$ cat config.mk
export PLATFORM = sky130hd
export DESIGN_NAME = spi_controller
export DESIGN_NICKNAME = d
export VERILOG_FILES = /design/src/rtl/spi_ctrl_pkg.sv /design/src/rtl/spi_sclk_gen.sv /design/src/rtl/spi_controller.sv
export SDC_FILE = /design/constraint.sdc
export NUM_CORES = 1
export LEC_CHECK = 0
export ABC_CLOCK_PERIOD_IN_PS = 3000
export CORE_ASPECT_RATIO = 0.9
export CORE_MARGIN = 1
export CORE_UTILIZATION = 60
export CTS_CLUSTER_SIZE = 8
export DETAILED_ROUTE_END_ITERATION = 7
export DONT_BUFFER_PORTS = 1
export GPL_TIMING_DRIVEN = 0
export PLACE_DENSITY = 0.74
export SLEW_MARGIN = 10
export SYNTH_ARGS = -nofsm -noshare
export SYNTH_HDL_FRONTEND = slang
export SYNTH_SLANG_ARGS = --single-unit
$ cat constraint.sdc
create_clock -name clk -period 3 [get_ports clk]
set_clock_uncertainty 0.15 [all_clocks]
set_input_delay 0.3 -clock clk [delete_from_list [all_inputs] [get_ports clk]]
set_output_delay 0.3 -clock clk [all_outputs]
set_load 0.005 [all_outputs]
$ cat src/rtl/spi_ctrl_pkg.sv
// ---------------------------------------------------------------------------
// spi_ctrl_pkg
// Shared types and constants for the SPI register-access initiator.
//   state_t    : controller FSM states
//   FRAME_W    : width of one register-access frame
//   CPOL_BIT   : index of CPOL inside the 2-bit mode input
//   CPHA_BIT   : index of CPHA inside the 2-bit mode input
//   pack_frame : builds {wr_rdn, addr[6:0], data[7:0]}, sent MSB first
// ---------------------------------------------------------------------------
package spi_ctrl_pkg;

    typedef enum logic [2:0] {
        IDLE,
        LEAD,
        SHIFT,
        LAG,
        GAP
    } state_t;

    localparam int FRAME_W  = 16;
    localparam int CPOL_BIT = 1;
    localparam int CPHA_BIT = 0;

    function automatic logic [FRAME_W-1:0] pack_frame(
        input logic       wr_rdn,
        input logic [6:0] addr,
        input logic [7:0] data
    );
        return {wr_rdn, addr, data};
    endfunction

endpackage

$ cat src/rtl/spi_sclk_gen.sv
// ---------------------------------------------------------------------------
// spi_sclk_gen
// Half-period divider and SCLK driver for the SPI initiator.
//   clk    : system clock
//   rstb   : synchronous active-low reset
//   hold   : keeps the divider at zero (controller idle)
//   toggle : SCLK toggles on each tick while high, parks at cpol while low
//   cpol   : idle level of SCLK
//   tick   : one-cycle pulse every CLK_DIV clk cycles while not held
//   sclk   : registered SCLK output
// ---------------------------------------------------------------------------
module spi_sclk_gen #(
    parameter int CLK_DIV = 4
) (
    input  logic clk,
    input  logic rstb,
    input  logic hold,
    input  logic toggle,
    input  logic cpol,
    output logic tick,
    output logic sclk
);

    localparam int CNT_W = $clog2(CLK_DIV);

    logic [CNT_W-1:0] div_cnt_reg;
    logic             sclk_reg;

    assign tick = !hold && (div_cnt_reg == CNT_W'(CLK_DIV - 1));
    assign sclk = sclk_reg;

    // Every controller state change other than leaving IDLE happens on a
    // tick, where the counter wraps to zero, so each state starts a fresh
    // half-period.
    always_ff @(posedge clk) begin
        if (!rstb || hold) begin
            div_cnt_reg <= '0;
        end else if (tick) begin
            div_cnt_reg <= '0;
        end else begin
            div_cnt_reg <= div_cnt_reg + 1'b1;
        end
    end

    always_ff @(posedge clk) begin
        if (!rstb) begin
            sclk_reg <= 1'b0;
        end else if (toggle) begin
            if (tick) begin
                sclk_reg <= ~sclk_reg;
            end
        end else begin
            sclk_reg <= cpol;
        end
    end

endmodule

$ cat src/rtl/spi_controller.sv
// ---------------------------------------------------------------------------
// spi_controller
// SPI initiator that turns one parallel register request into a 16-bit
// frame {wr_rdn, addr, data} (MSB first) and returns the read byte.
//   clk, rstb            : system clock, synchronous active-low reset
//   ena                  : block enable (sampled only while idle)
//   mode                 : [1] CPOL, [0] CPHA (sampled at accept)
//   req_valid/req_ready  : request handshake
//   req_wr_rdn           : 1 = write, 0 = read
//   req_addr, req_wdata  : register address and write data
//   rsp_valid            : one-cycle completion pulse
//   rsp_rdata            : read byte (0 after a write), held until next rsp
//   busy                 : high from accept until back in IDLE
//   spi_cs_n, spi_clk, spi_mosi, spi_miso : SPI pins
// ---------------------------------------------------------------------------
module spi_controller
    import spi_ctrl_pkg::*;
#(
    parameter int REG_W   = 8,
    parameter int CLK_DIV = 4,
    parameter int CS_GAP  = 2
) (
    input  logic             clk,
    input  logic             rstb,
    input  logic             ena,
    input  logic [1:0]       mode,
    input  logic             req_valid,
    output logic             req_ready,
    input  logic             req_wr_rdn,
    input  logic [REG_W-2:0] req_addr,
    input  logic [REG_W-1:0] req_wdata,
    output logic             rsp_valid,
    output logic [REG_W-1:0] rsp_rdata,
    output logic             busy,
    output logic             spi_cs_n,
    output logic             spi_clk,
    output logic             spi_mosi,
    input  logic             spi_miso
);

    state_t             state_reg;
    logic               cpol_reg;
    logic               cpha_reg;
    logic               wr_reg;
    logic [FRAME_W-1:0] frame_reg;
    logic [4:0]         edge_cnt_reg;
    logic [REG_W-1:0]   rx_reg;
    logic               req_ready_reg;
    logic               rsp_valid_reg;
    logic [REG_W-1:0]   rsp_rdata_reg;
    logic               busy_reg;
    logic               cs_n_reg;
    logic               mosi_reg;

    logic               tick;
    logic               sclk_cpol;
    logic [FRAME_W-1:0] frame_in;
    logic               sample_now;
    logic [3:0]         shift_idx;

    assign req_ready = req_ready_reg;
    assign rsp_valid = rsp_valid_reg;
    assign rsp_rdata = rsp_rdata_reg;
    assign busy      = busy_reg;
    assign spi_cs_n  = cs_n_reg;
    assign spi_mosi  = mosi_reg;

    // Reads carry zeros in the data field.
    assign frame_in  = pack_frame(req_wr_rdn, req_addr, req_wr_rdn ? req_wdata : '0);

    // SCLK follows the live mode only while idle; a frame uses the latched CPOL.
    assign sclk_cpol = (state_reg == IDLE) ? mode[CPOL_BIT] : cpol_reg;

    // Edge k (0-based) within SHIFT: samples fall on k[0]==CPHA, launches on
    // the other parity. The bit launched at edge k is 15-((k+1)>>1); for
    // CPHA=1 the first launch re-presents bit 15.
    assign sample_now = (edge_cnt_reg[0] == cpha_reg);
    assign shift_idx  = 4'd15 - 4'((edge_cnt_reg + 5'd1) >> 1);

    spi_sclk_gen #(
        .CLK_DIV (CLK_DIV)
    ) u_sclk_gen (
        .clk    (clk),
        .rstb   (rstb),
        .hold   (state_reg == IDLE),
        .toggle (state_reg == SHIFT),
        .cpol   (sclk_cpol),
        .tick   (tick),
        .sclk   (spi_clk)
    );

    always_ff @(posedge clk) begin
        if (!rstb) begin
            state_reg     <= IDLE;
            cpol_reg      <= 1'b0;
            cpha_reg      <= 1'b0;
            wr_reg        <= 1'b0;
            frame_reg     <= '0;
            edge_cnt_reg  <= '0;
            rx_reg        <= '0;
            req_ready_reg <= 1'b0;
            rsp_valid_reg <= 1'b0;
            rsp_rdata_reg <= '0;
            busy_reg      <= 1'b0;
            cs_n_reg      <= 1'b1;
            mosi_reg      <= 1'b0;
        end else begin
            rsp_valid_reg <= 1'b0;
            case (state_reg)
                IDLE: begin
                    req_ready_reg <= ena;
                    if (req_valid && req_ready_reg) begin
                        frame_reg     <= frame_in;
                        wr_reg        <= req_wr_rdn;
                        cpol_reg      <= mode[CPOL_BIT];
                        cpha_reg      <= mode[CPHA_BIT];
                        busy_reg      <= 1'b1;
                        cs_n_reg      <= 1'b0;
                        mosi_reg      <= frame_in[FRAME_W-1];
                        req_ready_reg <= 1'b0;
                        edge_cnt_reg  <= '0;
                        state_reg     <= LEAD;
                    end
                end
                LEAD: begin
                    if (tick) begin
                        edge_cnt_reg <= '0;
                        state_reg    <= SHIFT;
                    end
                end
                SHIFT: begin
                    if (tick) begin
                        edge_cnt_reg <= edge_cnt_reg + 5'd1;
                        if (sample_now) begin
                            // Only the second half of the frame carries read data.
                            if (edge_cnt_reg[4]) begin
                                rx_reg <= {rx_reg[REG_W-2:0], spi_miso};
                            end
                        end else if (edge_cnt_reg != 5'd31) begin
                            mosi_reg <= frame_reg[shift_idx];
                        end
                        if (edge_cnt_reg == 5'd31) begin
                            state_reg <= LAG;
                        end
                    end
                end
                LAG: begin
                    if (tick) begin
                        cs_n_reg      <= 1'b1;
                        rsp_valid_reg <= 1'b1;
                        rsp_rdata_reg <= wr_reg ? '0 : rx_reg;
                        edge_cnt_reg  <= '0;
                        state_reg     <= GAP;
                    end
                end
                GAP: begin
                    if (tick) begin
                        if (edge_cnt_reg == 5'(CS_GAP - 1)) begin
                            busy_reg      <= 1'b0;
                            req_ready_reg <= ena;
                            state_reg     <= IDLE;
                        end else begin
                            edge_cnt_reg <= edge_cnt_reg + 5'd1;
                        end
                    end
                end
                default: begin
                    state_reg <= IDLE;
                end
            endcase
        end
    end

endmodule

==> metrics.md <==
| Metric | Value |
|---|---|
| Status | complete, no violations |
| Crit path arrival time | 2.47 ns |
| Sequential area share after synthesis | 43.93% |
| Port Buffer Count | 0 |
| TNS Setup | 0 ns |
| Synthesized-area fraction occupied by adder cells | 2.197% |
| Largest net degree at the start of global routing | 17 |
| Crit Reg-Reg Endpoint | spi_mosi$_SDFFE_PN0P_ |
| Synth Instances | 254 |
| Lkg Pwr | 0.8915 nW |
| Post-synth EDFFs | 0 |
| Most frequent cell after synthesis | dfxtp_1 |
| Most common cell on crit path | ha_1 |
| R2R setup slack | 0.59 ns |
| Synth Flop Type | dfxtp_1 |
| Setup violations, final | 0 |
| Layout cell share with drive strength beyond 1 | 10.29% |
| Ys async rst share | 0% |
| Worst hold path startpoint | req_wdata[7] |
| Slew headroom | 58.62% |
| Synthesized flop and latch total | 50 |
| CTS tree | yes |
| Via count | 1861 |
| Final GP Congestion | 0.8450 |
| Req. time, crit path | 3.06 ns |
| Crit-path max FO | 10 |
| DR pass1 iterations | 4 |
| R2r startpoint | edge_cnt_reg[0]$_SDFFE_PN0P_ |
| Cell Area, Placed | 2333 sq um |
| P per Cell Area | 490.8 nW/um^2 |
| Synth cell count leaders | dfxtp_1 (50), nand2_1 (39), a21oi_1 (25) |
| Compound-gate portion of the synthesized area | 16.97% |
| ANT cells | 0 |
| HPWL after DPL | 3307 microns |
| Post-CTS Resized | 0 |
| # DRC | 0 |
| Critical-path cell list | ha_1, buf_2, and3_1, ha_1, or3_1, nor3_2, o211ai_1, o32ai_1 |
| Placeable core area | 3503 sq um |
| RSZ-0062 raised after global routing | no |
| Initial antenna violation count | 0 |
| Mapped cell area | 2278 sq um |
| Syn avg cell area | 8.970 sq um |
| Vias in the first global route | 1786 |
| Slew at the pin with the worst max-slew slack | 0.6121 ns |
| Fraction of the mapped netlist area in simple logic gates | 22.62% |
| Io pins | 37 |
| Hold depth | 2 |
| # H-tree levels | 2 |
| Setup Fix Bufs, Post-CTS | 0 |
| Chip Height | 60.46 microns |
| Slew Limit Fails | 0 |
| Die Area | 4048 sq um |
| Slowest stage delay, CP | 0.43 ns |
| DRT iter0 DRCs | 108 |
| Register-to-Register Path Depth | 8 |
| Clock Path Buffers | 2 |
| Post-synthesis mux area share | 6.370% |
| GR Util All Layers | 26.83% |
| Layout area overhead | 11.81% |
| TritonCTS buffer count | 5 |
| Fill cell count | 292 |
| Worst-Skew Late Latency | 0.30 ns |
| Crit start category | flip-flop |
| Type of the most critical hold path | primary input to flip-flop |
| Starting Density | 65.04% |
| Slowest CP cell | dfxtp_1 |
| Largest family of logic cells by synthesized area | simple AND/OR/NAND/NOR gates |
| Row count | 20 |
| Hold Fails Final Rpt | 0 |
| Most area-consuming cells after synthesis | dfxtp_1 (44%), nand2_1 (6.4%), a21oi_1 (5.5%) |
| Post-route design area | 2547 sq um |
| GRT Residual Overflow | 0 |
| Mapped Nets | 281 |
| Fin crit share | 80.28% |
| Synth area leader | dfxtp_1 |
| Clk slew on worst S/H paths | 0.09 ns |
| WL/cell | 15.19 microns |
| CTS root buffer | clkbuf_8 |
| Routed WL | 4800 microns |
| NumNets Final | 298 |
| Setup crit end kind | flip-flop |
| XOR/XNOR share of the synthesized area | 2.746% |
| Yosys Warn Count | 0 |
| Global-route wire length before repair | 8086 microns |
| Period minus WS final | 2.409 ns |
| Max IR drop VDD | 0.3632 mV |
| Worst Hold End | frame_reg[7]$_SDFFE_PN0P_ |
| Final ANT Viol Nets | 0 |
| Worst Path Class, Setup | flip-flop to flip-flop |
| Max reg flops | 16 |
| Num Clock Sinks | 50 |
| FMAX | 415.2 MHz |
| Max-cap viol count | 0 |
| Synth cell types | 52 |
| Top cell type's share of synthesized area | 43.93% |
| Detail-routed via count per cell | 5.889 |
| Chip Width | 66.96 microns |
==> final cells by class <==
cell class                 instances  area, sq um  area share (%)
tap                               44        55.05           2.161
multi-input combinational        181         1160           45.53
clock inverter                     3        45.04           1.768
clock buffer                       5        68.82           2.701
buffer                            16        91.34           3.585
timing repair buffer              10        100.1           3.929
inverter                           7        26.28           1.031
sequential                        50         1001           39.29
==> cell usage in the layout (no fill, tap or decap), types with 4 or more instances in the layout <==
master and count:
nand3_1 14, nand2_1 39, clkbuf_1 7, nor3_1 7, inv_1 7, a22o_1 8, a21oi_1 25, nor2_1 17
clkbuf_8 7, buf_2 6, dlygate4sd3_1 10, ha_1 4, dfxtp_1 50, mux2i_1 10
==> what timing repair did <==
action                                  4_1_cts  5_1_grt
endpoints found under the setup margin        0        0
endpoints found under the hold margin        10        0
hold buffers                                 10        0
==> worst max-delay path: cells and delay by family (launching register included) <==
| kind | cells | cell delay (ns) |
|---|---|---|
| buffers and inverters | 1 | 0.20 |
| flip-flops | 1 | 0.43 |
| adder cells (fa/ha/maj) | 2 | 0.45 |
| AND/OR/NAND/NOR | 3 | 0.73 |
| AO/OA/AOI/OAI | 2 | 0.37 |
==> routing by layer <==
metal / up-vias / track usage (%) / share of wire [%]
met4: 0 / 10.03 / 1.1
met2: 64 / 44.01 / 46
met5: - / 0 / 0
met3: 6 / 6.015 / 6.4
li1: 931 / - / -
met1: 860 / 34.76 / 47
==> cells by family (layout without fill, tap and decap cells) <==
family,Yosys count,in the layout
AND/OR/NAND/NOR,102,102
AO/OA/AOI/OAI,58,58
flip-flops,50,50
buffers and inverters,23,41
multiplexers,12,12
XOR/XNOR,5,5
adder cells (fa/ha/maj),4,4
==> worst max path at each step <==
stage | from | to | slack, ns | depth (start not counted)
global route | edge_cnt_reg[0]$_SDFFE_PN0P_ | spi_mosi$_SDFFE_PN0P_ | 0.40 | 8
detailed placement | edge_cnt_reg[0]$_SDFFE_PN0P_ | spi_mosi$_SDFFE_PN0P_ | 0.64 | 8
global placement | edge_cnt_reg[0]$_SDFFE_PN0P_ | spi_mosi$_SDFFE_PN0P_ | 0.63 | 8
CTS | edge_cnt_reg[0]$_SDFFE_PN0P_ | spi_mosi$_SDFFE_PN0P_ | 0.59 | 8
finish | edge_cnt_reg[0]$_SDFFE_PN0P_ | spi_mosi$_SDFFE_PN0P_ | 0.59 | 8
floorplan | edge_cnt_reg[0]$_SDFFE_PN0P_ | spi_mosi$_SDFFE_PN0P_ | 0.84 | 8
==> report_power, final <==
| group | leakage [nW] | internal [mW] | switching, mW |
|---|---|---|---|
| Clock | 0.0504 | 0.248 | 0.233 |
| Combinational | 0.436 | 0.0348 | 0.0463 |
| Sequential | 0.405 | 0.678 | 0.0109 |
| Total | 0.891 | 0.961 | 0.290 |
==> per-stage QoR <==
stage | hold WS (ns) | power [mW] | worst slack [ns] | util (%) | instances
floorplan | 0.2554 | 0.7564 | 0.8428 | - | 254
global placement | 0.2692 | 0.7726 | 0.6272 | 66.61 | 298
detailed placement | 0.2727 | 0.7742 | 0.6353 | 66.61 | 298
CTS | 0.0004017 | 1.254 | 0.5944 | 72.71 | 316
global route | 0.001550 | 1.287 | 0.3988 | 72.71 | 316
finish | 0.002717 | 1.250 | 0.5915 | 72.71 | 316
No activity file was read; power rests on OpenSTA's default activity.
